==> src/rtl/dvi_pkg.sv <==
// -----------------------------------------------------------------------------
// dvi_pkg
// Shared constants for the DVI TMDS encoder: symbol width, pipeline latency
// and the four control tokens sent during blanking, plus a helper that maps
// the {c1,c0} control pair onto its token.
// -----------------------------------------------------------------------------
package dvi_pkg;

  localparam int SYM_W        = 10;
  localparam int PIPE_LATENCY = 3;

  localparam logic [SYM_W-1:0] CTRL_TOKEN_00 = 10'h354;
  localparam logic [SYM_W-1:0] CTRL_TOKEN_01 = 10'h0AB;
  localparam logic [SYM_W-1:0] CTRL_TOKEN_10 = 10'h154;
  localparam logic [SYM_W-1:0] CTRL_TOKEN_11 = 10'h2AB;

  // {c1,c0} -> control token
  function automatic logic [SYM_W-1:0] ctrl_token(input logic [1:0] i_ctrl);
    logic [SYM_W-1:0] w_tok;
    case (i_ctrl)
      2'b00:   w_tok = CTRL_TOKEN_00;
      2'b01:   w_tok = CTRL_TOKEN_01;
      2'b10:   w_tok = CTRL_TOKEN_10;
      default: w_tok = CTRL_TOKEN_11;
    endcase
    return w_tok;
  endfunction

endpackage

==> src/rtl/tmds_channel.sv <==
// -----------------------------------------------------------------------------
// tmds_channel
// One TMDS 8b/10b encoder lane with its own running-disparity counter.
// Three register stages:
//   stage 1: capture data/de/control, count ones in the data byte
//   stage 2: transition-minimising q_m[8:0] and its ones count
//   stage 3: DC-balancing symbol select, disparity update, output register
// Ports:
//   i_clk    pixel clock
//   i_reset  synchronous, active-high
//   i_data   8-bit colour component
//   i_de     data enable (0 = send control token)
//   i_ctrl   {c1,c0} control pair used while i_de = 0
//   o_sym    10-bit symbol, bit 0 transmitted first
// -----------------------------------------------------------------------------
module tmds_channel
  import dvi_pkg::*;
(
  input  logic             i_clk,
  input  logic             i_reset,
  input  logic [7:0]       i_data,
  input  logic             i_de,
  input  logic [1:0]       i_ctrl,
  output logic [SYM_W-1:0] o_sym
);

  // ---------------- stage 1 ----------------
  logic [7:0] r_s1_data;
  logic       r_s1_de;
  logic [1:0] r_s1_ctrl;
  logic [3:0] r_s1_n1d;

  always_ff @(posedge i_clk) begin
    if (i_reset) begin
      r_s1_data <= '0;
      r_s1_de   <= 1'b0;
      r_s1_ctrl <= 2'b00;
      r_s1_n1d  <= '0;
    end else begin
      r_s1_data <= i_data;
      r_s1_de   <= i_de;
      r_s1_ctrl <= i_ctrl;
      r_s1_n1d  <= 4'($countones(i_data));
    end
  end

  // ---------------- stage 2 ----------------
  logic       w_use_xnor;
  logic [8:0] w_qm;

  // XNOR chain when the byte is ones-heavy (ties broken by D[0]) so that
  // q_m ends up with fewer transitions.
  assign w_use_xnor = (r_s1_n1d > 4'd4) || ((r_s1_n1d == 4'd4) && !r_s1_data[0]);

  always_comb begin
    w_qm    = '0;
    w_qm[0] = r_s1_data[0];
    for (int i = 1; i < 8; i++) begin
      w_qm[i] = w_use_xnor ? ~(w_qm[i-1] ^ r_s1_data[i]) : (w_qm[i-1] ^ r_s1_data[i]);
    end
    w_qm[8] = ~w_use_xnor;
  end

  logic [8:0] r_s2_qm;
  logic [3:0] r_s2_n1;
  logic       r_s2_de;
  logic [1:0] r_s2_ctrl;

  always_ff @(posedge i_clk) begin
    if (i_reset) begin
      r_s2_qm   <= '0;
      r_s2_n1   <= '0;
      r_s2_de   <= 1'b0;
      r_s2_ctrl <= 2'b00;
    end else begin
      r_s2_qm   <= w_qm;
      r_s2_n1   <= 4'($countones(w_qm[7:0]));
      r_s2_de   <= r_s1_de;
      r_s2_ctrl <= r_s1_ctrl;
    end
  end

  // ---------------- stage 3 ----------------
  logic signed [4:0] r_cnt;
  logic signed [4:0] w_diff;      // n1 - n0 = 2*n1 - 8, range [-8,+8]
  logic signed [4:0] w_cnt_next;
  logic [SYM_W-1:0]  w_sym;
  logic [SYM_W-1:0]  r_sym;
  logic              w_q8;
  logic [7:0]        w_q;

  assign w_q8   = r_s2_qm[8];
  assign w_q    = r_s2_qm[7:0];
  assign w_diff = $signed({r_s2_n1, 1'b0} - 5'd8);

  always_comb begin
    w_sym      = ctrl_token(r_s2_ctrl);
    w_cnt_next = 5'sd0;            // blanking clears the disparity
    if (r_s2_de) begin
      if ((r_cnt == 5'sd0) || (w_diff == 5'sd0)) begin
        w_sym      = {~w_q8, w_q8, (w_q8 ? w_q : ~w_q)};
        w_cnt_next = w_q8 ? (r_cnt + w_diff) : (r_cnt - w_diff);
      end else if (((r_cnt > 5'sd0) && (w_diff > 5'sd0)) ||
                   ((r_cnt < 5'sd0) && (w_diff < 5'sd0))) begin
        // Running disparity and this word lean the same way: invert.
        w_sym      = {1'b1, w_q8, ~w_q};
        w_cnt_next = r_cnt - w_diff + (w_q8 ? 5'sd2 : 5'sd0);
      end else begin
        w_sym      = {1'b0, w_q8, w_q};
        w_cnt_next = r_cnt + w_diff - (w_q8 ? 5'sd0 : 5'sd2);
      end
    end
  end

  always_ff @(posedge i_clk) begin
    if (i_reset) begin
      r_cnt <= 5'sd0;
      r_sym <= CTRL_TOKEN_00;
    end else begin
      r_cnt <= w_cnt_next;
      r_sym <= w_sym;
    end
  end

  assign o_sym = r_sym;

endmodule

==> src/rtl/dvi_tmds_encode.sv <==
// -----------------------------------------------------------------------------
// dvi_tmds_encode
// Three-lane TMDS encoder for a DVI link. Maps the pixel stream onto three
// tmds_channel lanes (B/G/R) and delays DE to line up with the symbols.
// Ports:
//   clk_dot            pixel clock
//   reset              synchronous, active-high
//   pix_rgb[23:0]      {R,G,B}, used only while pix_de = 1
//   pix_de             data enable
//   pix_hsync/vsync    sync, carried on ch0 control tokens as {vs,hs}
//   tmds_ch0/1/2       blue/green/red 10-bit symbols, bit 0 first
//   tmds_de            pix_de aligned with the symbols
// -----------------------------------------------------------------------------
module dvi_tmds_encode
  import dvi_pkg::*;
(
  input  logic             clk_dot,
  input  logic             reset,
  input  logic [23:0]      pix_rgb,
  input  logic             pix_de,
  input  logic             pix_hsync,
  input  logic             pix_vsync,
  output logic [SYM_W-1:0] tmds_ch0,
  output logic [SYM_W-1:0] tmds_ch1,
  output logic [SYM_W-1:0] tmds_ch2,
  output logic             tmds_de
);

  logic [SYM_W-1:0] w_sym [3];

  genvar gi;
  generate
    for (gi = 0; gi < 3; gi++) begin : g_ch
      logic [1:0] w_ctrl;
      // Only the blue lane carries sync; the others send token 00.
      if (gi == 0) begin : g_sync
        assign w_ctrl = {pix_vsync, pix_hsync};
      end else begin : g_nosync
        assign w_ctrl = 2'b00;
      end

      tmds_channel u_ch (
        .i_clk   (clk_dot),
        .i_reset (reset),
        .i_data  (pix_rgb[gi*8 +: 8]),
        .i_de    (pix_de),
        .i_ctrl  (w_ctrl),
        .o_sym   (w_sym[gi])
      );
    end
  endgenerate

  assign tmds_ch0 = w_sym[0];
  assign tmds_ch1 = w_sym[1];
  assign tmds_ch2 = w_sym[2];

  logic [PIPE_LATENCY-1:0] r_de_pipe;

  always_ff @(posedge clk_dot) begin
    if (reset) begin
      r_de_pipe <= '0;
    end else begin
      r_de_pipe <= {r_de_pipe[PIPE_LATENCY-2:0], pix_de};
    end
  end

  assign tmds_de = r_de_pipe[PIPE_LATENCY-1];

endmodule
==> config.mk <==
export PLATFORM = sky130hd
export DESIGN_NAME = dvi_tmds_encode
export DESIGN_NICKNAME = d
export VERILOG_FILES = /design/src/rtl/dvi_pkg.sv /design/src/rtl/tmds_channel.sv /design/src/rtl/dvi_tmds_encode.sv
export SDC_FILE = /design/constraint.sdc
export NUM_CORES = 1
export LEC_CHECK = 0
export ABC_AREA = 0
export CAP_MARGIN = 20
export CORE_MARGIN = 5
export CORE_UTILIZATION = 40
export CTS_CLUSTER_SIZE = 10
export DETAILED_ROUTE_END_ITERATION = 12
export SLEW_MARGIN = 20
export SYNTH_ARGS = -nofsm -noshare
export SYNTH_HDL_FRONTEND = slang
export SYNTH_SLANG_ARGS = --single-unit
==> constraint.sdc <==
create_clock -name clk_dot -period 4.65 [get_ports clk_dot]
set_clock_uncertainty 0.1 [all_clocks]
set_input_delay 0.465 -clock clk_dot [delete_from_list [all_inputs] [get_ports clk_dot]]
set_output_delay 0.465 -clock clk_dot [all_outputs]
set_load 0.01 [all_outputs]
==> impl_metrics.xml, run 1 <==
<?xml version="1.0" encoding="UTF-8"?>
<metrics>
  <group name="min_path">
    <metric name="hp-class" unit="">register to register</metric>
    <metric name="holdCritStartpoint" unit="">r_de_pipe[0]</metric>
    <metric name="hold_path_depth" unit="">1</metric>
    <metric name="hold_end" unit="">r_de_pipe[1]</metric>
  </group>
  <group name="floorplan">
    <metric name="area_inside_the_core_boundary" unit="µm²">15900</metric>
    <metric name="die_span_x" unit="µm">138</metric>
    <metric name="fp.dieH" unit="µm">138</metric>
    <metric name="die_area" unit="µm²">19000</metric>
    <metric name="initial_utilization" unit="%">41.0</metric>
    <metric name="boundaryPins" unit="">60</metric>
    <metric name="num_rows" unit="">46</metric>
  </group>
  <group name="placement">
    <metric name="placed_area" unit="µm²">7340</metric>
    <metric name="numPortBuffers" unit="">59</metric>
    <metric name="dp_hpwl" unit="mm">9.13</metric>
    <metric name="finalWeightedCongestion" unit="">0.821</metric>
    <metric name="preCtsSetupSlack" unit="ns">0.873</metric>
  </group>
  <group name="global_routing">
    <metric name="grt_util_overall" unit="%">13.8</metric>
    <metric name="grt_pass1_wl" unit="mm">20.7</metric>
    <metric name="grt_pass1_vias" unit="">4339</metric>
    <metric name="antenna_found_initial" unit="">0</metric>
    <metric name="global_route.overflow_total" unit="">0</metric>
    <metric name="grt_max_degree" unit="">86</metric>
  </group>
  <group name="clock_network">
    <metric name="cts_inserted_buffers" unit="">17</metric>
    <metric name="tritoncts_clock_tree" unit="">done</metric>
    <metric name="cts-root-to-sink-buffers" unit="">2</metric>
    <metric name="clkSlewWorstSetupHoldPaths" unit="ns">0.05</metric>
    <metric name="clock_tree.root_cell" unit="">clkbuf_16</metric>
    <metric name="postCtsResizedCells" unit="">0</metric>
    <metric name="total_number_of_clock_tree_sinks" unit="">124</metric>
    <metric name="postCtsSetupBuffers" unit="">0</metric>
    <metric name="cts_hold_repair.buffers" unit="">0</metric>
    <metric name="clock_tree.htree_level_count" unit="">4</metric>
    <metric name="worst_skew_pair.late_latency" unit="ns">0.41</metric>
  </group>
  <group name="synth">
    <metric name="mean_instance_size_in_the_synthesized_netlist" unit="µm²">10.8</metric>
    <metric name="yosys_warnings" unit="">0</metric>
    <metric name="yosys_cell_types" unit="">46</metric>
    <metric name="ys_ff_latch" unit="">124</metric>
    <metric name="sequential_cell_area_fraction_in_the_yosys_report" unit="%">38.0</metric>
    <metric name="synth_fp_nets" unit="">733</metric>
    <metric name="mappedNetlistArea" unit="µm²">6540</metric>
    <metric name="synthCells" unit="">607</metric>
  </group>
  <group name="layout">
    <metric name="antennaDiodeCount" unit="">0</metric>
    <metric name="design_area" unit="µm²">7930</metric>
    <metric name="finalNetCount" unit="">795</metric>
    <metric name="synthToLayoutAreaGrowth" unit="%">21.3</metric>
    <metric name="final_layout_size_suffix_gt1_share" unit="%">8.36</metric>
  </group>
  <group name="timing">
    <metric name="hold_violations" unit="">0</metric>
    <metric name="slew_viol_final" unit="">0</metric>
    <metric name="timing.max_slew.rel_slack" unit="%">45.8</metric>
    <metric name="setup_viol" unit="">0</metric>
    <metric name="setup_tns" unit="ns">0</metric>
    <metric name="layout_min_cycle_time" unit="ns">3.89</metric>
    <metric name="final.period_utilization" unit="%">83.6</metric>
    <metric name="worst_slew_pin_slew" unit="ns">0.813</metric>
    <metric name="whs" unit="ns">0.347</metric>
    <metric name="fin_ws" unit="ns">0.763</metric>
    <metric name="max_fclk" unit="GHz">0.257</metric>
    <metric name="rsz0062_at_grt" unit="">false</metric>
  </group>
  <group name="drt">
    <metric name="num_vias" unit="">4036</metric>
    <metric name="remaining_drc_errors" unit="">0</metric>
    <metric name="detail_route.wl_per_cell" unit="µm">13.2</metric>
    <metric name="routed_wirelength" unit="mm">11.8</metric>
    <metric name="route.antenna.remaining_nets" unit="">0</metric>
    <metric name="detail_route.vias_per_cell" unit="">4.49</metric>
    <metric name="first_iter_violations" unit="">141</metric>
    <metric name="count_of_tritonroute_iterations_in_the_first_routing_pass" unit="">4</metric>
  </group>
  <group name="pwr">
    <metric name="power.density" unit="nW/µm²">539</metric>
    <metric name="switching_power" unit="mW">1.40</metric>
    <metric name="clockPowerShare" unit="%">30.7</metric>
    <metric name="internal-power" unit="mW">2.87</metric>
    <metric name="p_total" unit="mW">4.28</metric>
    <metric name="vdd_ir_drop_max" unit="mV">0.283</metric>
    <metric name="seqPwrFrac" unit="%">30.7</metric>
    <metric name="p_comb_share" unit="%">38.6</metric>
    <metric name="p_leak" unit="nW">3.35</metric>
    <metric name="power_switching_share" unit="%">32.8</metric>
  </group>
  <group name="setup_path">
    <metric name="reg2reg_setup_slack" unit="ns">0.76</metric>
    <metric name="critPathLaunchType" unit="">register</metric>
    <metric name="path_common_cell" unit="">fa_1</metric>
    <metric name="critPathTopFamily" unit="">adder cells</metric>
    <metric name="regToRegEndpoint" unit="">g_ch[1].u_ch.r_s2_n1[2]</metric>
    <metric name="critical_path.n_buffers_inverters" unit="">2</metric>
    <metric name="worstSetupPathType" unit="">register to register</metric>
    <metric name="slowest_stage" unit="">fa_1</metric>
    <metric name="critical_path.endpoint_type" unit="">register</metric>
    <metric name="r2r_start" unit="">g_ch[1].u_ch.r_s1_data[0]</metric>
    <metric name="worst_ep_arrival_time" unit="ns">4.04</metric>
    <metric name="worst_r2r_path_depth" unit="">11</metric>
    <metric name="crit_chain" unit="">xor2_1 &gt; xor3_2 &gt; xnor2_1 &gt; nor2_1 &gt; fa_1 &gt; inv_1 &gt; fa_1 &gt; inv_1 &gt; ha_1 &gt; fa_1 &gt; nor2b_1</metric>
    <metric name="critical_path_peak_fanout" unit="">4</metric>
    <metric name="crit_required" unit="ns">4.81</metric>
    <metric name="crit_path_max_incr_delay" unit="ns">0.54</metric>
  </group>
  <group name="run_status">
    <metric name="run_status" unit="">complete, no violations</metric>
  </group>
  <group name="job">
    <metric name="drv.max_cap_violation_count" unit="">0</metric>
  </group>
</metrics>
[layout make-up]
type | instances | area, µm²
tap | 216 | 270
clock buffer | 20 | 447
fill | 1487 | 8010
sequential | 124 | 2480
clock inverter | 12 | 146
inverter | 40 | 150
timing repair buffer | 61 | 601
multi-input combinational | 425 | 3840
[cells by family after synthesis]
kind of cell             synth area share (%)
AND/OR/NAND/NOR                          14.4
flip-flops                               38.0
adder cells (fa/ha/maj)                  21.8
XOR/XNOR                                 13.8
buffers and inverters                    3.39
AO/OA/AOI/OAI                            6.14
multiplexers                             2.60
[flip-flops by register name (all words and copies together) (netlist names)]
name	cells
g_ch.u_ch.o_sym	30
g_ch.u_ch.r_cnt	12
g_ch.u_ch.r_s1_ctrl	2
g_ch.u_ch.r_s1_data	24
g_ch.u_ch.r_s1_n1d	12
g_ch.u_ch.r_s2_ctrl	2
g_ch.u_ch.r_s2_n1	12
g_ch.u_ch.r_s2_qm	27
r_de_pipe	3
[power groups by stage]
| stage | Sequential (mW) | Combinational (mW) | Clock, mW |
|---|---|---|---|
| after floorplan | 1.32 | 1.30 | 0 |
| after CTS | 1.32 | 1.68 | 1.34 |
| after global routing | 1.33 | 1.87 | 1.39 |
| after global placement | 1.34 | 1.61 | 0 |
| after detailed placement | 1.34 | 1.65 | 0 |
| final | 1.31 | 1.65 | 1.31 |
[cell usage after synthesis, drive strengths merged]
master / instances / area share, %
clkbuf: 15 / 0.86
nand2b: 3 / 0.29
fa: 28 / 8.6
ha: 69 / 13
dfxtp: 124 / 38
a21oi: 19 / 2.1
xor2: 18 / 2.4
mux2: 2 / 0.34
nor2b: 67 / 6.4
or3: 2 / 0.19
mux2i: 11 / 2.3
or3b: 3 / 0.40
nor3: 7 / 0.54
a211o: 1 / 0.13
xnor3: 5 / 1.8
buf: 3 / 0.23
o311ai: 3 / 0.40
a21o: 2 / 0.23
nand4: 5 / 0.48
xor3: 1 / 0.38
nor4: 4 / 0.48
or4: 2 / 0.23
and3: 7 / 0.67
o21ai: 2 / 0.15
xnor2: 65 / 9.2
a221oi: 5 / 0.96
o211ai: 3 / 0.34
nand2: 11 / 0.63
or2: 2 / 0.19
a211oi: 12 / 1.4
and4: 1 / 0.13
inv: 40 / 2.3
nor3b: 1 / 0.11
o21bai: 3 / 0.40
nor4b: 1 / 0.13
nor2: 58 / 3.3
nand3: 2 / 0.15
[stage by stage]
| stage | std cells | util (%) |
|---|---|---|
| after floorplan | 607 | - |
| after global placement | 866 | 46.0 |
| after detailed placement | 866 | 46.0 |
| after CTS | 898 | 49.8 |
| after global routing | 898 | 49.8 |
| final | 898 | 49.8 |
[cell usage in the layout (no fill, tap or decap), drive strengths merged, types with 11 or more instances in the layout]
cell           count
a211oi            12
a21oi             19
clkbuf            20
clkdlybuf4s50     58
dfxtp            124
fa                28
ha                69
inv               40
mux2i             11
nand2             11
nor2              58
nor2b             67
xnor2             65
xor2              18
[worst max-delay path by stage]
stage | from | to | slack, ns | depth (start not counted)
global placement | g_ch[1].u_ch.r_s1_data[0] | g_ch[1].u_ch.r_s2_n1[2] | 0.96 | 11
CTS | g_ch[1].u_ch.r_s1_data[0] | g_ch[1].u_ch.r_s2_n1[2] | 0.78 | 11
finish | g_ch[1].u_ch.r_s1_data[0] | g_ch[1].u_ch.r_s2_n1[2] | 0.76 | 11
floorplan | g_ch[1].u_ch.r_s1_data[0] | g_ch[1].u_ch.r_s2_n1[2] | 1.09 | 11
detailed placement | g_ch[1].u_ch.r_s1_data[0] | g_ch[1].u_ch.r_s2_n1[2] | 0.87 | 11
global route | g_ch[1].u_ch.r_s1_data[0] | g_ch[1].u_ch.r_s2_n1[2] | 0.62 | 11
[metal layers]
layer | up-vias | routed length (µm) | global-route usage (%) | share of wire (%)
met4 | 0 | 194 | 5.27 | 1.6
met1 | 1859 | 5790 | 18.6 | 49
met2 | 50 | 5540 | 21.6 | 47
met5 | - | 0 | 0 | 0
met3 | 15 | 285 | 2.98 | 2.4
li1 | 2112 | - | - | -
Note: power is estimated with default switching activity, not from simulation.
==> run 2: changes to the inputs <==
==> constraint.sdc (replaced) <==
create_clock -name clk_dot -period 3.65 [get_ports clk_dot]
set_clock_uncertainty 0.1 [all_clocks]
set_input_delay 0.365 -clock clk_dot [delete_from_list [all_inputs] [get_ports clk_dot]]
set_output_delay 0.365 -clock clk_dot [all_outputs]
set_load 0.01 [all_outputs]
==> run 2 against run 1 <==
  * Sequential share of layout area shrank 0.088 points
  * Via count grew 1.7%
  * Sequential cell count unchanged
  * Register-to-register slack worse by 0.60 ns
  * Cell count rose by 0.33%
  * Critical path depth decreased by 2
  * Hold slack got worse by 0.0040 ns
  * Count of clock-buffer cells in the layout decreased by 3
==> impl_metrics.xml, run 2 (synthesized netlist as in run 1, its figures left out) <==
<?xml version="1.0" encoding="UTF-8"?>
<metrics>
  <group name="layout">
    <metric name="synthToLayoutAreaGrowth" unit="%">21.7</metric>
    <metric name="largest_register_ffs" unit="">30</metric>
    <metric name="antennaDiodeCount" unit="">0</metric>
    <metric name="finalNetCount" unit="">798</metric>
    <metric name="final_layout_size_suffix_gt1_share" unit="%">9.64</metric>
    <metric name="most_common_cell_after_layout_fill_and_taps_aside" unit="">dfxtp_1</metric>
    <metric name="top_library_cells_by_usage_in_the_layout_fill_and_taps_aside" unit="">dfxtp_1, ha_1, nor2b_1, xnor2_1</metric>
    <metric name="design_area" unit="µm²">7960</metric>
    <metric name="fillCellCount" unit="">1406</metric>
  </group>
  <group name="clock_network">
    <metric name="clkSlewWorstSetupHoldPaths" unit="ns">0.06</metric>
    <metric name="tritoncts_clock_tree" unit="">done</metric>
    <metric name="total_number_of_clock_tree_sinks" unit="">124</metric>
    <metric name="clock_tree.htree_level_count" unit="">4</metric>
    <metric name="clock_tree.root_cell" unit="">clkbuf_16</metric>
    <metric name="cts_inserted_buffers" unit="">17</metric>
    <metric name="cts-root-to-sink-buffers" unit="">2</metric>
    <metric name="worst_skew_pair.late_latency" unit="ns">0.41</metric>
    <metric name="cts_hold_repair.buffers" unit="">0</metric>
  </group>
  <group name="timing">
    <metric name="setup_viol" unit="">0</metric>
    <metric name="worst_slew_pin_slew" unit="ns">0.816</metric>
    <metric name="final.period_utilization" unit="%">95.6</metric>
    <metric name="timing.max_slew.rel_slack" unit="%">45.6</metric>
    <metric name="hold_violations" unit="">0</metric>
    <metric name="fin_ws" unit="ns">0.160</metric>
    <metric name="layout_min_cycle_time" unit="ns">3.49</metric>
    <metric name="slew_viol_final" unit="">0</metric>
    <metric name="max_fclk" unit="GHz">0.287</metric>
    <metric name="whs" unit="ns">0.343</metric>
    <metric name="setup_tns" unit="ns">0</metric>
  </group>
  <group name="floorplan">
    <metric name="die_area" unit="µm²">19000</metric>
    <metric name="boundaryPins" unit="">60</metric>
    <metric name="num_rows" unit="">46</metric>
    <metric name="fp.dieH" unit="µm">138</metric>
    <metric name="initial_utilization" unit="%">41.0</metric>
    <metric name="die_span_x" unit="µm">138</metric>
    <metric name="area_inside_the_core_boundary" unit="µm²">15900</metric>
  </group>
  <group name="global_routing">
    <metric name="grt_max_degree" unit="">86</metric>
    <metric name="busiest_layer" unit="">met2</metric>
    <metric name="grt_pass1_wl" unit="mm">21.0</metric>
    <metric name="grt_pass1_vias" unit="">4339</metric>
    <metric name="grt.met1_usage" unit="%">18.6</metric>
    <metric name="gr-usage-met3" unit="%">3.48</metric>
    <metric name="globalRouteMet2Util" unit="%">22.2</metric>
    <metric name="global_route.overflow_total" unit="">0</metric>
    <metric name="grt_util_overall" unit="%">14.1</metric>
    <metric name="antenna_found_initial" unit="">0</metric>
  </group>
  <group name="pwr">
    <metric name="power.density" unit="nW/µm²">678</metric>
    <metric name="vdd_ir_drop_max" unit="mV">0.317</metric>
    <metric name="p_total" unit="mW">5.40</metric>
    <metric name="p_leak" unit="nW">3.35</metric>
  </group>
  <group name="drt">
    <metric name="detail_route.vias_per_cell" unit="">4.56</metric>
    <metric name="routed_wirelength" unit="mm">11.8</metric>
    <metric name="first_iter_violations" unit="">204</metric>
    <metric name="detail_route.wl_per_cell" unit="µm">13.1</metric>
    <metric name="remaining_drc_errors" unit="">0</metric>
    <metric name="route.antenna.remaining_nets" unit="">0</metric>
    <metric name="count_of_tritonroute_iterations_in_the_first_routing_pass" unit="">4</metric>
    <metric name="num_vias" unit="">4106</metric>
  </group>
  <group name="setup_path">
    <metric name="slowest_stage" unit="">fa_1</metric>
    <metric name="crit_chain" unit="">xnor3_2 &gt; xnor2_4 &gt; xnor2_2 &gt; nor2_1 &gt; fa_1 &gt; fa_1 &gt; ha_1 &gt; fa_1 &gt; nor2b_1</metric>
    <metric name="path_common_cell" unit="">fa_1</metric>
    <metric name="crit_path_max_incr_delay" unit="ns">0.52</metric>
    <metric name="critical_path_peak_fanout" unit="">5</metric>
    <metric name="critPathLaunchType" unit="">register</metric>
    <metric name="critical_path.endpoint_type" unit="">register</metric>
    <metric name="worstSetupPathType" unit="">register to register</metric>
    <metric name="worst_ep_arrival_time" unit="ns">3.65</metric>
    <metric name="crit_required" unit="ns">3.81</metric>
  </group>
  <group name="placement">
    <metric name="preCtsSetupSlack" unit="ns">0.101</metric>
    <metric name="dp_hpwl" unit="mm">9.20</metric>
    <metric name="placed_area" unit="µm²">7350</metric>
    <metric name="finalWeightedCongestion" unit="">0.831</metric>
    <metric name="numPortBuffers" unit="">59</metric>
  </group>
  <group name="min_path">
    <metric name="hp-class" unit="">register to register</metric>
  </group>
  <group name="run_status">
    <metric name="run_status" unit="">complete, no violations</metric>
  </group>
  <group name="job">
    <metric name="drv.max_cap_violation_count" unit="">0</metric>
  </group>
</metrics>
## run 2: cell types whose count changed in the layout (fill, tap and decap cells not counted), sizes merged
cell | before | now
clkinvlp | 3 | 6
clkinv | 6 | 5
bufinv | 3 | 2
buf | 3 | 6
clkbuf | 20 | 17
inv | 40 | 42
## run 2: worst paths after layout
check	startpoint	endpoint	slack, ns	cells past startpoint
min reg2reg	g_ch[0].u_ch.r_s1_ctrl[0]	g_ch[0].u_ch.r_s2_ctrl[0]	0.34	1
max reg2reg	g_ch[0].u_ch.r_s1_data[0]	g_ch[0].u_ch.r_s2_n1[2]	0.16	9
min	g_ch[0].u_ch.r_s1_ctrl[0]	g_ch[0].u_ch.r_s2_ctrl[0]	0.34	1
max	g_ch[0].u_ch.r_s1_data[0]	g_ch[0].u_ch.r_s2_n1[2]	0.16	9
## run 2: critical path: cells and delay by family (launching register included)
| family | cells | cell delay [ns] |
|---|---|---|
| xor+xnor | 3 | 0.93 |
| simple gates | 2 | 0.25 |
| flops | 1 | 0.42 |
| fa+ha+maj | 4 | 1.64 |
## run 2: what timing repair did
item / in CTS / in global routing
gates resized for setup: 0 / 4
setup buffers: 0 / 1
setup endpoints to repair: 0 / 4
## run 2: power breakdown
part	switching [mW]	total, mW	internal [mW]
clock network	0.601	1.60	0.998
logic	1.07	2.12	1.05
registers	0.130	1.68	1.55
## run 2: final cells by class
class                           count  area, µm²  share of cell area [%]
Multi-Input combinational cell    425       3860                    48.5
Timing Repair Buffer               64        623                    7.83
Clock inverter                     15        148                    1.86
Sequential cell                   124       2480                    31.2
Inverter                           40        150                    1.89
Clock buffer                       17        425                    5.35
Tap cell                          216        270                    3.40
## run 2: routing by layer
layer / wire length [µm] / vias up
li1: - / 2122
met1: 5690 / 1912
met2: 5610 / 60
met3: 363 / 12
met4: 185 / 0
met5: 0 / -
## run 2: through the flow
step           utilization, %  instances
2_1_floorplan               -        607
3_3_place_gp             46.1        868
3_5_place_dp             46.1        868
4_1_cts                  49.7        900
5_1_grt                  49.9        901
6_report                 49.9        901
